[config.mk]
export PLATFORM = sky130hd
export DESIGN_NAME = pulse_conditioner
export DESIGN_NICKNAME = d
export VERILOG_FILES = /design/src/rtl/pulse_conditioner.sv
export SDC_FILE = /design/constraint.sdc
export NUM_CORES = 1
export LEC_CHECK = 0
export CAP_MARGIN = 20
export CELL_PAD_IN_SITES_DETAIL_PLACEMENT = 2
export CELL_PAD_IN_SITES_GLOBAL_PLACEMENT = 2
export CORE_MARGIN = 2
export CORE_UTILIZATION = 34
export DETAILED_ROUTE_END_ITERATION = 10
export HOLD_SLACK_MARGIN = 0.02
export MAX_ROUTING_LAYER = met4
export PLACE_DENSITY = 0.8
export SLEW_MARGIN = 20
export SYNTH_ARGS = -nofsm -noshare
export SYNTH_HDL_FRONTEND = slang
export SYNTH_SLANG_ARGS = --single-unit
[constraint.sdc]
create_clock -name clk -period 2.5 [get_ports clk]
set_input_delay 0.5 -clock clk [delete_from_list [all_inputs] [get_ports clk]]
set_output_delay 0.5 -clock clk [all_outputs]
set_load 0.01 [all_outputs]
[src/rtl/pulse_conditioner.sv]
`default_nettype none
// ============================================================================
//  Module   : pulse_conditioner
//  Brief    : Synchronises, debounces and shapes a raw asynchronous pulse
//             source into fixed-width single-domain pulses, and keeps
//             saturating glitch / drop statistics.
//  Revision : 1.0 - initial release
// ============================================================================
module pulse_conditioner #(
   parameter int SYNC_STAGES     = 2,
   parameter int DEBOUNCE_CYCLES = 16,
   parameter int PULSE_WIDTH     = 4,
   parameter int GLITCH_WIDTH    = 8
) (
   input  logic                    clk,
   input  logic                    reset,
   input  logic                    raw_in,
   input  logic                    enable,
   output logic                    pulse_out,
   output logic                    level_out,
   output logic [GLITCH_WIDTH-1:0] glitch_count,
   output logic [GLITCH_WIDTH-1:0] drop_count
);

   localparam int DB_W = $clog2(DEBOUNCE_CYCLES + 1);
   localparam int PW_W = $clog2(PULSE_WIDTH + 1);

   // The confirm state is left on the sample that would bring the count to
   // DEBOUNCE_CYCLES, so the comparison is against DEBOUNCE_CYCLES-1.
   localparam logic [DB_W-1:0]         DB_LAST  = DB_W'(DEBOUNCE_CYCLES - 1);
   localparam logic [DB_W-1:0]         DB_ONE   = DB_W'(1);
   localparam logic [PW_W-1:0]         PW_LOAD  = PW_W'(PULSE_WIDTH);
   localparam logic [PW_W-1:0]         PW_ONE   = PW_W'(1);
   localparam logic [GLITCH_WIDTH-1:0] CNT_ONE  = GLITCH_WIDTH'(1);
   localparam logic [GLITCH_WIDTH-1:0] CNT_SAT  = '1;

   typedef enum logic [1:0] {
      ST_LOW          = 2'd0,
      ST_CONFIRM_HIGH = 2'd1,
      ST_HIGH         = 2'd2,
      ST_CONFIRM_LOW  = 2'd3
   } state_t;

   logic [SYNC_STAGES-1:0] sync_q;
   logic                   s_in;
   state_t                 state;
   state_t                 state_next;
   logic [DB_W-1:0]        db_cnt;
   logic [DB_W-1:0]        db_cnt_next;
   logic                   glitch_evt;
   logic                   qual_rise;
   logic [PW_W-1:0]        pcnt;
   logic [PW_W-1:0]        pcnt_next;
   logic                   drop_evt;

   // Multi-flop synchroniser; raw_in enters at bit 0, s_in is the last stage.
   always_ff @(posedge clk or posedge reset) begin
      if (reset) sync_q <= '0;
      else       sync_q <= {sync_q[SYNC_STAGES-2:0], raw_in};
   end

   assign s_in = sync_q[SYNC_STAGES-1];

   // Debounce FSM state, debounce counter and registered level.
   always_ff @(posedge clk or posedge reset) begin
      if (reset) begin
         state     <= ST_LOW;
         db_cnt    <= '0;
         level_out <= 1'b0;
      end else begin
         state     <= state_next;
         db_cnt    <= db_cnt_next;
         level_out <= (state_next == ST_HIGH) || (state_next == ST_CONFIRM_LOW);
      end
   end

   // Next-state logic; entering a confirm state counts the first differing sample.
   always_comb begin
      state_next  = state;
      db_cnt_next = db_cnt;
      glitch_evt  = 1'b0;
      qual_rise   = 1'b0;
      if (s_in != level_out) db_cnt_next = db_cnt + DB_ONE;
      case (state)
         ST_LOW: begin
            if (s_in) begin
               if (DEBOUNCE_CYCLES == 1) begin
                  state_next  = ST_HIGH;
                  db_cnt_next = '0;
                  qual_rise   = 1'b1;
               end else begin
                  state_next  = ST_CONFIRM_HIGH;
                  db_cnt_next = DB_ONE;
               end
            end
         end
         ST_CONFIRM_HIGH: begin
            if (!s_in) begin
               state_next  = ST_LOW;
               db_cnt_next = '0;
               glitch_evt  = 1'b1;
            end else if (db_cnt == DB_LAST) begin
               state_next  = ST_HIGH;
               db_cnt_next = '0;
               qual_rise   = 1'b1;
            end
         end
         ST_HIGH: begin
            if (!s_in) begin
               if (DEBOUNCE_CYCLES == 1) begin
                  state_next  = ST_LOW;
                  db_cnt_next = '0;
               end else begin
                  state_next  = ST_CONFIRM_LOW;
                  db_cnt_next = DB_ONE;
               end
            end
         end
         ST_CONFIRM_LOW: begin
            if (s_in) begin
               state_next  = ST_HIGH;
               db_cnt_next = '0;
               glitch_evt  = 1'b1;
            end else if (db_cnt == DB_LAST) begin
               state_next  = ST_LOW;
               db_cnt_next = '0;
            end
         end
         default: begin
            state_next  = ST_LOW;
            db_cnt_next = '0;
         end
      endcase
   end

   // Pulse down-counter: a rise only loads when idle and enabled, otherwise it
   // is dropped; the counter is sampled before its own decrement.
   always_comb begin
      pcnt_next = pcnt;
      drop_evt  = 1'b0;
      if (qual_rise && enable && (pcnt == '0)) begin
         pcnt_next = PW_LOAD;
      end else begin
         if (qual_rise)    drop_evt  = 1'b1;
         if (pcnt != '0)   pcnt_next = pcnt - PW_ONE;
      end
   end

   // Pulse counter and registered pulse output.
   always_ff @(posedge clk or posedge reset) begin
      if (reset) begin
         pcnt      <= '0;
         pulse_out <= 1'b0;
      end else begin
         pcnt      <= pcnt_next;
         pulse_out <= (pcnt_next != '0);
      end
   end

   // Saturating count of aborted level changes.
   always_ff @(posedge clk or posedge reset) begin
      if (reset)                                    glitch_count <= '0;
      else if (glitch_evt && glitch_count != CNT_SAT) glitch_count <= glitch_count + CNT_ONE;
   end

   // Saturating count of qualified rises that produced no pulse.
   always_ff @(posedge clk or posedge reset) begin
      if (reset)                                drop_count <= '0;
      else if (drop_evt && drop_count != CNT_SAT) drop_count <= drop_count + CNT_ONE;
   end

endmodule
`default_nettype wire
; ---- After elaboration in Yosys (flattened, before gate mapping)
; Index checks and enable logic that the tools add are counted.
[totals]
reg_bits = 30
input_bits = 4
[op_classes]
n_addsub = 4
n_eq_ne = 9
mux = 24
n_reduce_logical = 9
[op_table]
columns = op, count
row1 = 5-bit two-way mux, 6
row2 = 5-bit one-hot mux with 4 select lines, 1
row3 = 8-bit by 1-bit adder with 8-bit output (second input constant), 2
row4 = 8-bit != test (second input constant), 2
row5 = 2-bit two-way mux, 6
row6 = 2-bit == test (second input constant), 4
row7 = 2-bit one-hot mux with 4 select lines, 1
row8 = 1-bit two-way mux, 7
row9 = 3-bit two-way mux, 2
row10 = 3-bit nonzero test, 2
row11 = 5-bit by 1-bit adder with 5-bit output (second input constant), 1
row12 = 5-bit by 4-bit == test with 1-bit output (second input constant), 1
row13 = 1-bit logical AND, 4
row14 = 3-bit zero test, 1
row15 = 3-bit by 1-bit subtractor with 3-bit output (second input constant), 1
row16 = 2-bit by 1-bit == test with 1-bit output (second input constant), 1
row17 = 2-bit zero test, 1
row18 = 1-bit one-hot mux with 2 select lines, 1
row19 = 1-bit logical OR, 1
row20 = 1-bit != test, 1

; ---- Logic depth before layout (Yosys ltp)
[logic_depth]
ltp_word = 8
depth_mapped = 8

; ---- Worst setup path before layout
; No wires, ideal clock.
[synth_path]
kind = register to register
startpoint = register db_cnt[0]
endpoint = register pulse_out
setup_time_ns = 0.127
t_arrival_ns = 1.748
required_ns = 2.373
slack_ns = 0.624
path_stages_with_launch = 8
path_buffers = 0
synth_period_minus_slack_ns = 1.876
cell_sequence = dfrtp_1 > ha_1 > and3_1 > ha_1 > nand4b_4 > nor2_1 > or2_2 > or2_2
[synth_between]
elab_chain_cells = 8
[synth_rtl]
columns = item, line
row1 = start: declaration, 48  ; logic [DB_W-1:0] db_cnt;
row2 = start signal: assignment, 72  ; db_cnt <= db_cnt_next;
row3 = 5-bit by 4-bit == test with 1-bit output, 102  ; end else if (db_cnt == DB_LAST) begin
row4 = 1-bit two-way mux, 102
row5 = 1-bit two-way mux, 98  ; if (!s_in) begin
row6 = 1-bit two-way mux, 84  ; case (state)
row7 = 1-bit logical AND (2 in series), 141  ; if (qual_rise && enable && (pcnt == '0)) begin
row8 = 3-bit two-way mux, 141
row9 = net pcnt_next[2], 53  ; logic [PW_W-1:0] pcnt_next;
row10 = 3-bit nonzero test, 156  ; pulse_out <= (pcnt_next != '0);
row11 = end signal: assignment, 156
row12 = end: declaration, 19  ; output logic pulse_out,
; The timed path passes the listed nets, and every way through them passes these cells.
; A chain may end at the register's enable or synchronous reset.

; ---- Worst setup path after layout
[layout_path]
startpoint = register db_cnt[0]
endpoint = register drop_count[5]
[layout_between]
elab_chain_cells = 8
[layout_rtl]
columns = item, line
row1 = 5-bit by 4-bit == test with 1-bit output *, 102
row2 = 1-bit two-way mux *, 102
row3 = 1-bit two-way mux *, 98
row4 = 1-bit two-way mux *, 84
row5 = 1-bit logical AND (2 in series), 141
row6 = 1-bit two-way mux *, 141
row7 = 1-bit logical AND *, 169  ; else if (drop_evt && drop_count != CNT_SAT) drop_count <= drop_count + CNT_ONE;
row8 = end signal: assignment, 169
row9 = end: declaration, 22  ; output logic [GLITCH_WIDTH-1:0] drop_count
; Every way passes the cells marked *; elsewhere a longest branch is shown, timed or not.

==> results.sh <==
export IMPL_status="complete, no violations"
export IMPL_synth_fp_nets=151
export IMPL_vias=1127
export IMPL_numCtsBuffers=5
export IMPL_final_cell_area_mm2=0.00186
export IMPL_finalSetupTns_ps=0
export IMPL_fin_skew_ps=4.35
export IMPL_hold_violations=0
export IMPL_cts_sinks=29
export IMPL_end_kind="flip-flop"
export IMPL_drc_errors=0
export IMPL_wl_per_cell_um=16.6
export IMPL_r2r_start="db_cnt[0]$_DFF_PP0_"
export IMPL_switchingPower_mw=0.568
export IMPL_slew_violations=0
export IMPL_post_dp_cell_area_mm2=0.00177
export IMPL_core_mm2=0.00429
export IMPL_dp_cells=210
export IMPL_area_delta_synth_final_pct=23.5
export IMPL_finalCritPeriodShare=0.816
export IMPL_crit_path_start_kind="flip-flop"
export IMPL_pwr_share_seq=0.414
export IMPL_p_int_mw=1.09
export IMPL_cts_htree_levels=2
export IMPL_die_x_um=70.5
export IMPL_worstHoldStart="sync_q[0]$_DFF_PP0_"
export IMPL_cts_root_buf="clkbuf_8"
export IMPL_dieHeight_um=70.5
export IMPL_pin_count=22
export IMPL_startpoint="db_cnt[0]$_DFF_PP0_"
export IMPL_cp_data_required_time_ps=2670
export IMPL_drt_pass1_iter_count=3
export IMPL_maxCapViolations=0
export IMPL_max_slew_margin=0.755
export IMPL_clockBufferDepth=2
export IMPL_p_comb_frac=0.347
export IMPL_path_max_fanout=5
export IMPL_crit_arrival_ps=2210
export IMPL_ys_types=36
export IMPL_ys_ff_latch=29
export IMPL_core_rowCount=24
export IMPL_post_cts_setup_buffers=0
export IMPL_multiInputGateArea_um2=734
export IMPL_timing_hold_ws_ps=352
export IMPL_clk_latency_ps=280
export IMPL_antenna_left=0
export IMPL_fmax_mhz=490
export IMPL_r2r_slack_ps=460
export IMPL_cts_resized=0
export IMPL_grt_max_degree=30
export IMPL_floorplan_initialDensity=0.350
export IMPL_syn_cell_area_mm2=0.00150
export IMPL_hold_path_class="reg2reg"
export IMPL_avgSynthCellArea_um2=10.9
export IMPL_antenna_found_initial=0
export IMPL_drt_iter0_markers=14
export IMPL_yosysSeqAreaShare=0.483
export IMPL_place_hpwl_mm=2.62
export IMPL_powerDensity_mw_per_mm2=891
export IMPL_period_minus_slack_ps=2040
export IMPL_track_usage=0.172
export IMPL_stdcell_count=217
export IMPL_ir_worst_vdd_uv=366
export IMPL_layout_commonest_cell="dfrtp_1"
export IMPL_layout_nets=178
export IMPL_grt_pass1_vias=1293
export IMPL_setup_viol=0
export IMPL_rsz0062_at_grt="no"
export IMPL_antennaDiodeCount=0
export IMPL_ys_warn_count=0
export IMPL_path_class="reg2reg"
export IMPL_leakage_nw=0.833
export IMPL_cts_tree="built"
export IMPL_syn_inst=138
export IMPL_nFillCells=467
export IMPL_overflow=0
export IMPL_post_route_util=0.432
export IMPL_holdBufCountCts=0
export IMPL_gp_congestion=0.705
export IMPL_path_clk_slew_ps=60
export IMPL_vias_per_cell=5.19
export IMPL_clockPowerShare=0.238
export IMPL_final_cell_mix="dfrtp_1, clkdlybuf4s50_1, nor2_1"
export IMPL_routed_wl_mm=3.60
export IMPL_swShare=0.343
export IMPL_drive_gt1_frac=0.133
export IMPL_seqCellArea_um2=726
export IMPL_grt_pass1_wl_mm=6.40
export IMPL_die_area_mm2=0.00497
export IMPL_tightest_slew_ps=357
export IMPL_io_buffer_count=21
## worst max-delay path, cell delays in order, from the launching register on
cell and delay, ps:
dfrtp_1 390, ha_1 180, and3_1 190, ha_1 270, nand4b_4 160, nor3b_4 310
nand3_2 120, mux2_4 310
## path summary, 6_finish.rpt
path                                                to  cells after the start
max in group asynchronous  glitch_count[3]$_DFFE_PP0P_                      3
setup reg to reg             drop_count[5]$_DFFE_PP0P_                      7
hold / removal                     sync_q[1]$_DFF_PP0_                      0
setup / recovery             drop_count[5]$_DFFE_PP0P_                      7
min in group asynchronous  glitch_count[2]$_DFFE_PP0P_                      3
hold reg to reg                    sync_q[1]$_DFF_PP0_                      0
## power by group through the flow
| stage | Clock, mW | Sequential, mW | Combinational [mW] |
|---|---|---|---|
| detailed placement | 0 | 0.696 | 0.582 |
| finish | 0.394 | 0.685 | 0.574 |
| global placement | 0 | 0.680 | 0.539 |
| global route | 0.423 | 0.706 | 0.648 |
| CTS | 0.410 | 0.687 | 0.590 |
| floorplan | 0 | 0.685 | 0.358 |
## cells in the mapped netlist (all sizes together)
cell	count	area, µm²
dfrtp	29	726
nor2	14	52.6
nand2	10	37.5
a21oi	9	48.8
ha	9	113
inv	7	26.3
xnor2	7	68.8
mux2	6	71.3
nand3	6	35.0
and3	5	31.3
a31oi	4	25.0
o21ai	4	23.8
mux2i	3	30.0
a21boi	2	15.0
a41oi	2	17.5
and2	2	13.8
buf	2	16.3
nand2b	2	12.5
nand4	2	12.5
nand4b	2	32.5
nor2b	2	12.5
nor3b	2	26.3
or2	2	12.5
xor2	2	17.5
a2bb2oi	1	8.76
and4	1	8.76
nand3b	1	7.51
## layout make-up
cell class / instances / area share
inverter: 7 / 0.0142
timing repair buffer: 22 / 0.117
sequential: 29 / 0.391
multi-input combinational: 100 / 0.396
tap: 52 / 0.0351
clock buffer: 7 / 0.0465
## routing by layer
metal,GRT usage,part of all wire,routed length [µm]
met4,0.0641,0.018,66
met2,0.300,0.53,1890
met5,-,0,0
met1,0.185,0.41,1470
met3,0.0491,0.046,164
## cells by family (layout without fill, tap and decap cells)
| logic type | after synthesis | after routing | synth area share |
|---|---|---|---|
| xor gates and xnor gates | 9 | 9 | 0.0575 |
| DFF | 29 | 29 | 0.483 |
| adders and majority gates | 9 | 9 | 0.0749 |
| muxes | 9 | 9 | 0.0674 |
| buffers and inverters | 9 | 36 | 0.0283 |
| AOI/OAI and AO/OA | 22 | 22 | 0.0924 |
| and+or+nand+nor | 51 | 51 | 0.197 |
## state kept, by name (all words and copies together) (netlist names)
register and flops:
glitch_count 8, sync_q 2, state 2, db_cnt 5
pulse_out 1, drop_count 8, pcnt 3
## through the flow
stage,worst slack (ps),power [mW]
after global placement,559,1.22
after global routing,309,1.78
final,459,1.65
after CTS,435,1.69
after floorplan,624,1.04
after detailed placement,467,1.28
No activity file was read; power rests on OpenSTA's default activity.
